--- src/rtl/branch_con_unit_if.sv ---
// rtl/branch_con_unit_if.sv - handshake and status bundle between control unit and branch_con_unit
//
// Purpose: groups the request/acknowledge handshake, the operands being
// tested and the result/statistics outputs of branch_con_unit.
// Signals:
//   ir            control -> unit  instruction register (condition field inside)
//   bus_in        control -> unit  BusMuxOut value under test
//   con_in        control -> unit  evaluate request, level (edge detected in unit)
//   con_ack       control -> unit  result consumed
//   con           unit -> control  registered branch decision
//   con_valid     unit -> control  con holds an unconsumed result
//   overrun       unit -> control  sticky, request while result unconsumed
//   taken_cnt     unit -> control  saturating count of results equal to 1
//   not_taken_cnt unit -> control  saturating count of results equal to 0
interface branch_con_unit_if #(
  parameter int DATA_W = 32,
  parameter int CNT_W  = 16
);
  logic [31:0]       ir;
  logic [DATA_W-1:0] bus_in;
  logic              con_in;
  logic              con_ack;
  logic              con;
  logic              con_valid;
  logic              overrun;
  logic [CNT_W-1:0]  taken_cnt;
  logic [CNT_W-1:0]  not_taken_cnt;

  modport master (
    output ir, bus_in, con_in, con_ack,
    input  con, con_valid, overrun, taken_cnt, not_taken_cnt
  );

  modport slave (
    input  ir, bus_in, con_in, con_ack,
    output con, con_valid, overrun, taken_cnt, not_taken_cnt
  );
endinterface

--- src/rtl/branch_con_unit.sv ---
// rtl/branch_con_unit.sv - clocked branch-condition evaluator with handshake and statistics
//
// Purpose: on a rising edge of con_in, evaluates one of eight condition codes
// (ir[COND_LSB+2:COND_LSB]) against bus_in, latches the decision into con and
// holds it with con_valid until con_ack. Requests arriving while a result is
// unconsumed are dropped and flagged on the sticky overrun output. Keeps
// saturating taken / not-taken counters.
// Ports:
//   clock    rising-edge clock
//   clear_n  asynchronous active-low reset
//   bif      branch_con_unit_if slave modport (see interface for signal list)
module branch_con_unit #(
  parameter int DATA_W   = 32,
  parameter int COND_LSB = 19,
  parameter int CNT_W    = 16
) (
  input logic              clock,
  input logic              clear_n,
  branch_con_unit_if.slave bif
);

  typedef enum logic {IDLE = 1'b0, HOLD = 1'b1} state_t;

  localparam logic [CNT_W-1:0] CNT_MAX = '1;
  localparam logic [CNT_W-1:0] CNT_ONE = CNT_W'(1);

  state_t           state_q, state_d;
  logic             con_in_q, con_in_d;
  logic             con_q, con_d;
  logic             overrun_q, overrun_d;
  logic [CNT_W-1:0] taken_q, taken_d;
  logic [CNT_W-1:0] not_taken_q, not_taken_d;

  logic       req;
  logic       accept;
  logic       result;
  logic       zero;
  logic       neg;
  logic [2:0] cond;

  assign cond = bif.ir[COND_LSB+2:COND_LSB];
  assign zero = (bif.bus_in == '0);
  assign neg  = bif.bus_in[DATA_W-1];

  // con_in_q resets to 0, so a con_in already high at reset release counts as a request.
  assign req = bif.con_in & ~con_in_q;

  always_comb begin
    result = 1'b0;
    case (cond)
      3'b000: result = zero;
      3'b001: result = ~zero;
      3'b010: result = ~neg;
      3'b011: result = neg;
      3'b100: result = ~neg & ~zero;
      3'b101: result = neg | zero;
      3'b110: result = 1'b1;
      3'b111: result = 1'b0;
      default: result = 1'b0;
    endcase
  end

  // State register together with the datapath flops.
  always_ff @(posedge clock or negedge clear_n) begin
    if (!clear_n) begin
      state_q     <= IDLE;
      con_in_q    <= 1'b0;
      con_q       <= 1'b0;
      overrun_q   <= 1'b0;
      taken_q     <= '0;
      not_taken_q <= '0;
    end else begin
      state_q     <= state_d;
      con_in_q    <= con_in_d;
      con_q       <= con_d;
      overrun_q   <= overrun_d;
      taken_q     <= taken_d;
      not_taken_q <= not_taken_d;
    end
  end

  // Next state. An ack coinciding with a new request keeps us in HOLD
  // because the new result immediately becomes the unconsumed one.
  always_comb begin
    state_d = state_q;
    case (state_q)
      IDLE:    if (req) state_d = HOLD;
      HOLD:    if (bif.con_ack && !req) state_d = IDLE;
      default: state_d = IDLE;
    endcase
  end

  // Datapath next values.
  always_comb begin
    con_in_d    = bif.con_in;
    accept      = req && ((state_q == IDLE) || bif.con_ack);
    con_d       = accept ? result : con_q;
    overrun_d   = overrun_q | (req && (state_q == HOLD) && !bif.con_ack);
    taken_d     = taken_q;
    not_taken_d = not_taken_q;
    if (accept) begin
      if (result) begin
        if (taken_q != CNT_MAX) taken_d = taken_q + CNT_ONE;
      end else begin
        if (not_taken_q != CNT_MAX) not_taken_d = not_taken_q + CNT_ONE;
      end
    end
  end

  // Outputs.
  always_comb begin
    bif.con           = con_q;
    bif.con_valid     = (state_q == HOLD);
    bif.overrun       = overrun_q;
    bif.taken_cnt     = taken_q;
    bif.not_taken_cnt = not_taken_q;
  end

endmodule

--- src/flat_wrapper.sv ---
// flat-port wrapper written by rule: the top's interface ports become plain ports
module branch_con_unit_flat 
#(
  parameter int DATA_W   = 32,
  parameter int COND_LSB = 19,
  parameter int CNT_W    = 16
)
  (clock, clear_n, bif_ir, bif_bus_in, bif_con_in, bif_con_ack, bif_con, bif_con_valid, bif_overrun, bif_taken_cnt, bif_not_taken_cnt);
  branch_con_unit_if #(.DATA_W(DATA_W), .CNT_W(CNT_W)) bif_i ();
  input logic clock;
  input logic clear_n;
  input wire logic [$bits(bif_i.ir)-1:0] bif_ir;
  input wire logic [$bits(bif_i.bus_in)-1:0] bif_bus_in;
  input wire logic [$bits(bif_i.con_in)-1:0] bif_con_in;
  input wire logic [$bits(bif_i.con_ack)-1:0] bif_con_ack;
  output wire logic [$bits(bif_i.con)-1:0] bif_con;
  output wire logic [$bits(bif_i.con_valid)-1:0] bif_con_valid;
  output wire logic [$bits(bif_i.overrun)-1:0] bif_overrun;
  output wire logic [$bits(bif_i.taken_cnt)-1:0] bif_taken_cnt;
  output wire logic [$bits(bif_i.not_taken_cnt)-1:0] bif_not_taken_cnt;
  assign bif_i.ir = bif_ir;
  assign bif_i.bus_in = bif_bus_in;
  assign bif_i.con_in = bif_con_in;
  assign bif_i.con_ack = bif_con_ack;
  assign bif_con = bif_i.con;
  assign bif_con_valid = bif_i.con_valid;
  assign bif_overrun = bif_i.overrun;
  assign bif_taken_cnt = bif_i.taken_cnt;
  assign bif_not_taken_cnt = bif_i.not_taken_cnt;
  branch_con_unit #(.DATA_W(DATA_W), .COND_LSB(COND_LSB), .CNT_W(CNT_W)) u_core (.clock(clock), .clear_n(clear_n), .bif(bif_i));
endmodule
--- config.mk ---
export PLATFORM = sky130hd
export DESIGN_NAME = branch_con_unit_flat
export DESIGN_NICKNAME = d
export VERILOG_FILES = /design/src/rtl/branch_con_unit_if.sv /design/src/rtl/branch_con_unit.sv /design/src/flat_wrapper.sv
export SDC_FILE = /design/constraint.sdc
export NUM_CORES = 1
export LEC_CHECK = 0
export BUFFER_PORTS_ARGS = -buffer_cell sky130_fd_sc_hd__buf_2
export CORE_UTILIZATION = 48
export CTS_CLUSTER_DIAMETER = 40
export DETAILED_ROUTE_END_ITERATION = 7
export HOLD_SLACK_MARGIN = 0.03
export PLACE_DENSITY = 0.84
export REMOVE_ABC_BUFFERS = 1
export SLEW_MARGIN = 10
export SYNTH_ARGS = -nofsm -noshare
export SYNTH_HDL_FRONTEND = slang
export SYNTH_SLANG_ARGS = --single-unit
--- constraint.sdc ---
create_clock -name clock -period 5.1 [get_ports clock]
set_input_delay 0.255 -clock clock [delete_from_list [all_inputs] [get_ports clock]]
set_output_delay 0.255 -clock clock [all_outputs]
set_load 0.01 [all_outputs]
# Yosys cells after proc, flatten, opt, wreduce, memory -nomap -nowiden
# Index checks and enable logic that the tools add are counted.
[classes]
addsub = 2
multipliers = 0
div = 0
magnitude_cmp = 0
n_eq_ne = 9
shift = 0
muxes = 4
n_bitwise = 9
reduce_logical = 11
[ops]
columns = ["operator", "n"]
rows = [
  ["16-bit by 1-bit adder with 16-bit output (second input constant)", 2],
  ["32-bit zero test", 1],
  ["16-bit inequality test (second input constant)", 2],
  ["3-bit equality test (second input constant)", 4],
  ["1-bit one-hot mux with 8 select lines", 1],
  ["3-bit by 2-bit equality test with 1-bit output (second input constant)", 2],
  ["3-bit AND reduction", 2],
  ["1-bit NOT", 5],
  ["1-bit logical AND", 4],
  ["3-bit by 1-bit equality test with 1-bit output (second input constant)", 1],
  ["3-bit zero test", 1],
  ["1-bit bitwise AND", 2],
  ["1-bit zero test", 2],
  ["1-bit two-way mux", 2],
  ["1-bit bitwise OR", 2],
  ["1-bit one-hot mux with 2 select lines", 1],
  ["1-bit logical OR", 1],
]
[totals]
register_bits = 36
latch_bits = 0
ramBits = 0
mem_bits_ro = 0
inputBits = 68
output_inout_bits = 35
wordCells = 41
n_memories = 0

# Depth between registers and ports, before layout
[depth]
ltp_word = 6
ltp_mapped = 8
mapped_depth_nobuf = 6

# Worst setup path before layout
# Ideal clock, no wire load.
[synth_timing]
kind = "input -> register"
startpoint = "input bif_bus_in[17]"
endpoint = "register u_core.not_taken_q[9] (netlist: u_core.bif.not_taken_cnt[9])"
setup_ns = 0.127
t_arrival_ns = 1.741
t_required_ns = 4.973
slack_ns = 3.233
stages = 8
path_buffers = 2
cell_sequence = "nor4_1 nand4_1 o22ai_1 nor4b_2 buf_6 buf_8 nand4b_2 xnor2_2"
[synth_via]
elab_chain_len = 6
elab_cells_between_ends = 7
classes_between = "1 x mux; 4 x bitwise; 2 x reduce/logical"
[synth_lines]
columns = ["element", "line_no", "rtl"]
rows = [
  ["start, declared", "flat_wrapper.sv:13", "input wire logic [$bits(bif_i.bus_in)-1:0] bif_bus_in;"],
  ["32-bit zero test (*)", "branch_con_unit.sv:42", "assign zero = (bif.bus_in == '0);"],
  ["1-bit NOT", "branch_con_unit.sv:52, branch_con_unit.sv:55", ""],
  ["1-bit bitwise AND", "branch_con_unit.sv:55", "3'b100: result = ~neg & ~zero;"],
  ["1-bit one-hot mux with 8 select lines (*)", "branch_con_unit.sv:50", "case (cond)"],
  ["1-bit NOT (no source line) (*)", "-", ""],
  ["3-bit AND reduction (no source line) (*)", "-", ""],
  ["end signal, assigned", "branch_con_unit.sv:78", "not_taken_q <= not_taken_d;"],
  ["end, declared", "branch_con_unit.sv:32", "logic [CNT_W-1:0] not_taken_q, not_taken_d;"],
]
# Mark *: on every way between the ends. The rest lies on a longest branch, timed or not.
# A chain may end at the register's enable or synchronous reset.

# Worst setup path after layout
[layout_timing]
startpoint = "register u_core.taken_q[3] (netlist: u_core.bif.taken_cnt[3])"
endpoint = "register u_core.taken_q[1] (netlist: u_core.bif.taken_cnt[1])"
[layout_via]
elab_chain_len = 2
[layout_lines]
columns = ["element", "line_no", "rtl"]
rows = [
  ["start, declared", "branch_con_unit.sv:31", "logic [CNT_W-1:0] taken_q, taken_d;"],
  ["start signal, assigned", "branch_con_unit.sv:77", "taken_q <= taken_d;"],
  ["16-bit inequality test", "branch_con_unit.sv:103", "if (taken_q != CNT_MAX) taken_d = taken_q + CNT_ONE;"],
  ["3-bit AND reduction (no source line)", "-", ""],
]
# Every way passes these cells.

==> results.toml <==
[status]
status = "finished, final reports clean"

[yosys]
synthesis.area_sq_mm = 0.00197
synthCells = 189
synthFlopType = "dfrtp_1"
ys_ff_latch = 36
ys_seq_area_share_pct = 45.8
yosysWarnings = 0
synth_cell_types = 36
async_reset_ff_share_pct = 100
syn_area_per_cell_sq_um = 10.4
synth_edf_count = 0

[finish]
synthToLayoutAreaGrowth_pct = 24.5
fin_nets = 333
multiInputGateArea_sq_mm = 0.00101
nFillCells = 324
drive_above_1_share_pct = 36.0
finalInstanceArea_sq_mm = 0.00245
diodes = 0
ff_latch_area_sq_um = 901

[routing]
num_vias = 1744
wl_per_cell_um = 14.0
first_pass_iters = 4
wirelength_um = 4360
drc = 0
drtIter0Drc = 41
drtAntennaViolNets = 0
viasPerCell = 5.59

[cts]
root_buffer = "clkbuf_8"
cts-resized-gates = 0
cts.sinks = 36
ctsHoldBuffers = 0
worstSkewPairLatency_ns = 0.29
tritoncts = "built"
clockBufferDepth = 2
htreeDepth = 2
cts_setup_buffers = 0
clk_pin_slew_worst_paths_ns = 0.07
cts_buffers = 5

[floorplanning]
die_y_um = 66.0
die_x_um = 66.0
core_sq_mm = 0.00380
start_util_pct = 51.7
die-area_sq_mm = 0.00435
io_pins = 103
rows = 22

[global_route]
grt_usage_pct = 21.5
grt-ovfl-total = 0
grt_max_degree = 37
grtUsageMet3_pct = 2.76
grt_pass1_wl_um = 7110
grtUsageMet1_pct = 25.6
first_global_vias = 1630
busiest_layer = "met2"
met2_usage_pct = 39.3
antenna_found_initial = 0

[place]
place.detailed.hpwl_um = 3150
gp_congestion = 0.845
post_dp_cell_area_sq_mm = 0.00235
pre_cts_slack_ns = 2.62
io_buffers = 73

[sta]
fin_crit_sh_pct = 42.1
final.setup_skew_ns = 0.00879
finalMaxSlewViolations = 0
setup_violations = 0
max_freq_mhz = 466
grt_setup_unrepaired = "no"
setup_ws_ns = 2.95
timing.hold.ws_ns = 0.0424
period_minus_slack_ns = 2.15
relSlewSlack_pct = 47.8
totalNegativeSetupSlack_ns = 0
hold_viol_final = 0
worstMarginPinSlew_ns = 0.783

[pwr]
peakVddDrop_v = 0.000267
p_per_area_mw_per_mm2 = 319
leakagePower_nw = 1.21
power.total_w = 0.000781

[setup_path]
path_class = "flip-flop to flip-flop"
cp.required_ns = 5.27
cp-end-kind = "flip-flop"
cp_max_fo = 6
cp-start-kind = "flip-flop"
cp.arrival_ns = 2.32

[min_path]
hp-class = "input pin to async pin"

[flow_run]
cap_violations = 0
-- power breakdown --
group	internal (W)	switching [W]	total (W)	leakage, nW
Combinational	0.0000846	0.000106	0.000191	0.689
Clock	0.000108	0.0000995	0.000207	0.0510
Sequential	0.000329	0.0000540	0.000383	0.468
Total	0.000521	0.000260	0.000781	1.21
-- synthesized netlist by cell type (all sizes together), types with 3 or more instances --
cell type  count  area, sq um
and2           3         18.8
and3           8         50.1
and4           5         43.8
buf            3         37.5
clkbuf         4         15.0
dfrtp         36          901
mux2           4         45.0
nand2         15         58.8
nand2b         3         18.8
nand3         11         55.1
nand4         16          100
nor2           4         15.0
nor3          15         75.1
nor4          13          100
or3            3         18.8
xnor2         13          121
xor2          15          131
-- worst max-delay path, cell delays in order, from the launching register on --
cell     delay, ns
dfrtp_1       0.44
and4_1        0.30
nand4_1       0.24
nor3_1        0.58
nor3_1        0.17
mux2_2        0.31
-- layout make-up --
class | count | area share [%]
clock buffer | 6 | 3.37
inverter | 2 | 0.307
multi-input combinational | 144 | 41.4
timing repair buffer | 74 | 15.2
clock inverter | 2 | 0.409
tap | 48 | 2.45
sequential | 36 | 36.8
-- routing by layer --
layer / vias up / routed length, um
met5: - / 0
met2: 76 / 2170
met1: 821 / 1840
met3: 5 / 302
met4: 0 / 44
li1: 842 / -
-- kinds of logic (layout without fill, tap and decap cells) --
group,after synthesis,after routing,share of synthesized area (%)
buffers and inverters,9,84,3.05
multiplexers,4,4,2.29
AO/OA/AOI/OAI,6,6,2.23
AND/OR/NAND/NOR,104,104,32.5
XOR/XNOR,28,28,12.9
adder cells (fa/ha/maj),2,2,1.27
flip-flops,36,36,45.8
-- sequential cells by signal, summed over array words and instances, names as in the netlist --
signal / flops
u_core.bif.not_taken_cnt: 16
u_core.bif.taken_cnt: 16
u_core.bif.con: 1
u_core.bif.con_valid: 1
u_core.bif.overrun: 1
u_core.con_in_q: 1
-- final timing paths --
path                                         startpoint                           end  slack (ns)  cells past startpoint
worst max-delay path            u_core.bif.taken_cnt[3]       u_core.bif.taken_cnt[1]        2.95                      5
worst min-delay path                            clear_n      u_core.bif.taken_cnt[10]        0.04                      1
worst max register to register  u_core.bif.taken_cnt[3]       u_core.bif.taken_cnt[1]        2.95                      5
worst min register to register       u_core.bif.overrun            u_core.bif.overrun        0.46                      1
max in group asynchronous                       clear_n  u_core.bif.not_taken_cnt[14]        4.55                      1
min in group clock                           bif_con_in               u_core.con_in_q        0.10                      1
-- cells in the final DEF (no fill, tap or decap), types with 2 or more instances in the layout --
cell type / Yosys / routed
nor2_1: 4 / 4
mux2_2: 3 / 3
nand2b_1: 3 / 3
ha_1: 2 / 2
clkinv_2: 0 / 2
xnor2_1: 12 / 12
xor2_1: 15 / 15
nor4_1: 10 / 10
nand3_1: 11 / 11
nor2b_1: 2 / 2
dfrtp_1: 36 / 36
inv_1: 2 / 2
nand2_1: 14 / 14
or3_1: 3 / 3
and4_1: 5 / 5
nor3_1: 15 / 15
nand4_1: 16 / 16
nor4_2: 3 / 3
buf_2: 0 / 73
nor3b_2: 2 / 2
clkbuf_8: 0 / 6
and3_1: 8 / 8
and2_1: 3 / 3
-- metrics by stage --
step,util (%),cells
2_1_floorplan,-,182
3_3_place_gp,62.0,304
3_5_place_dp,62.0,304
4_1_cts,64.4,312
5_1_grt,64.4,312
6_report,64.4,312
No activity file was read; power rests on OpenSTA's default activity.
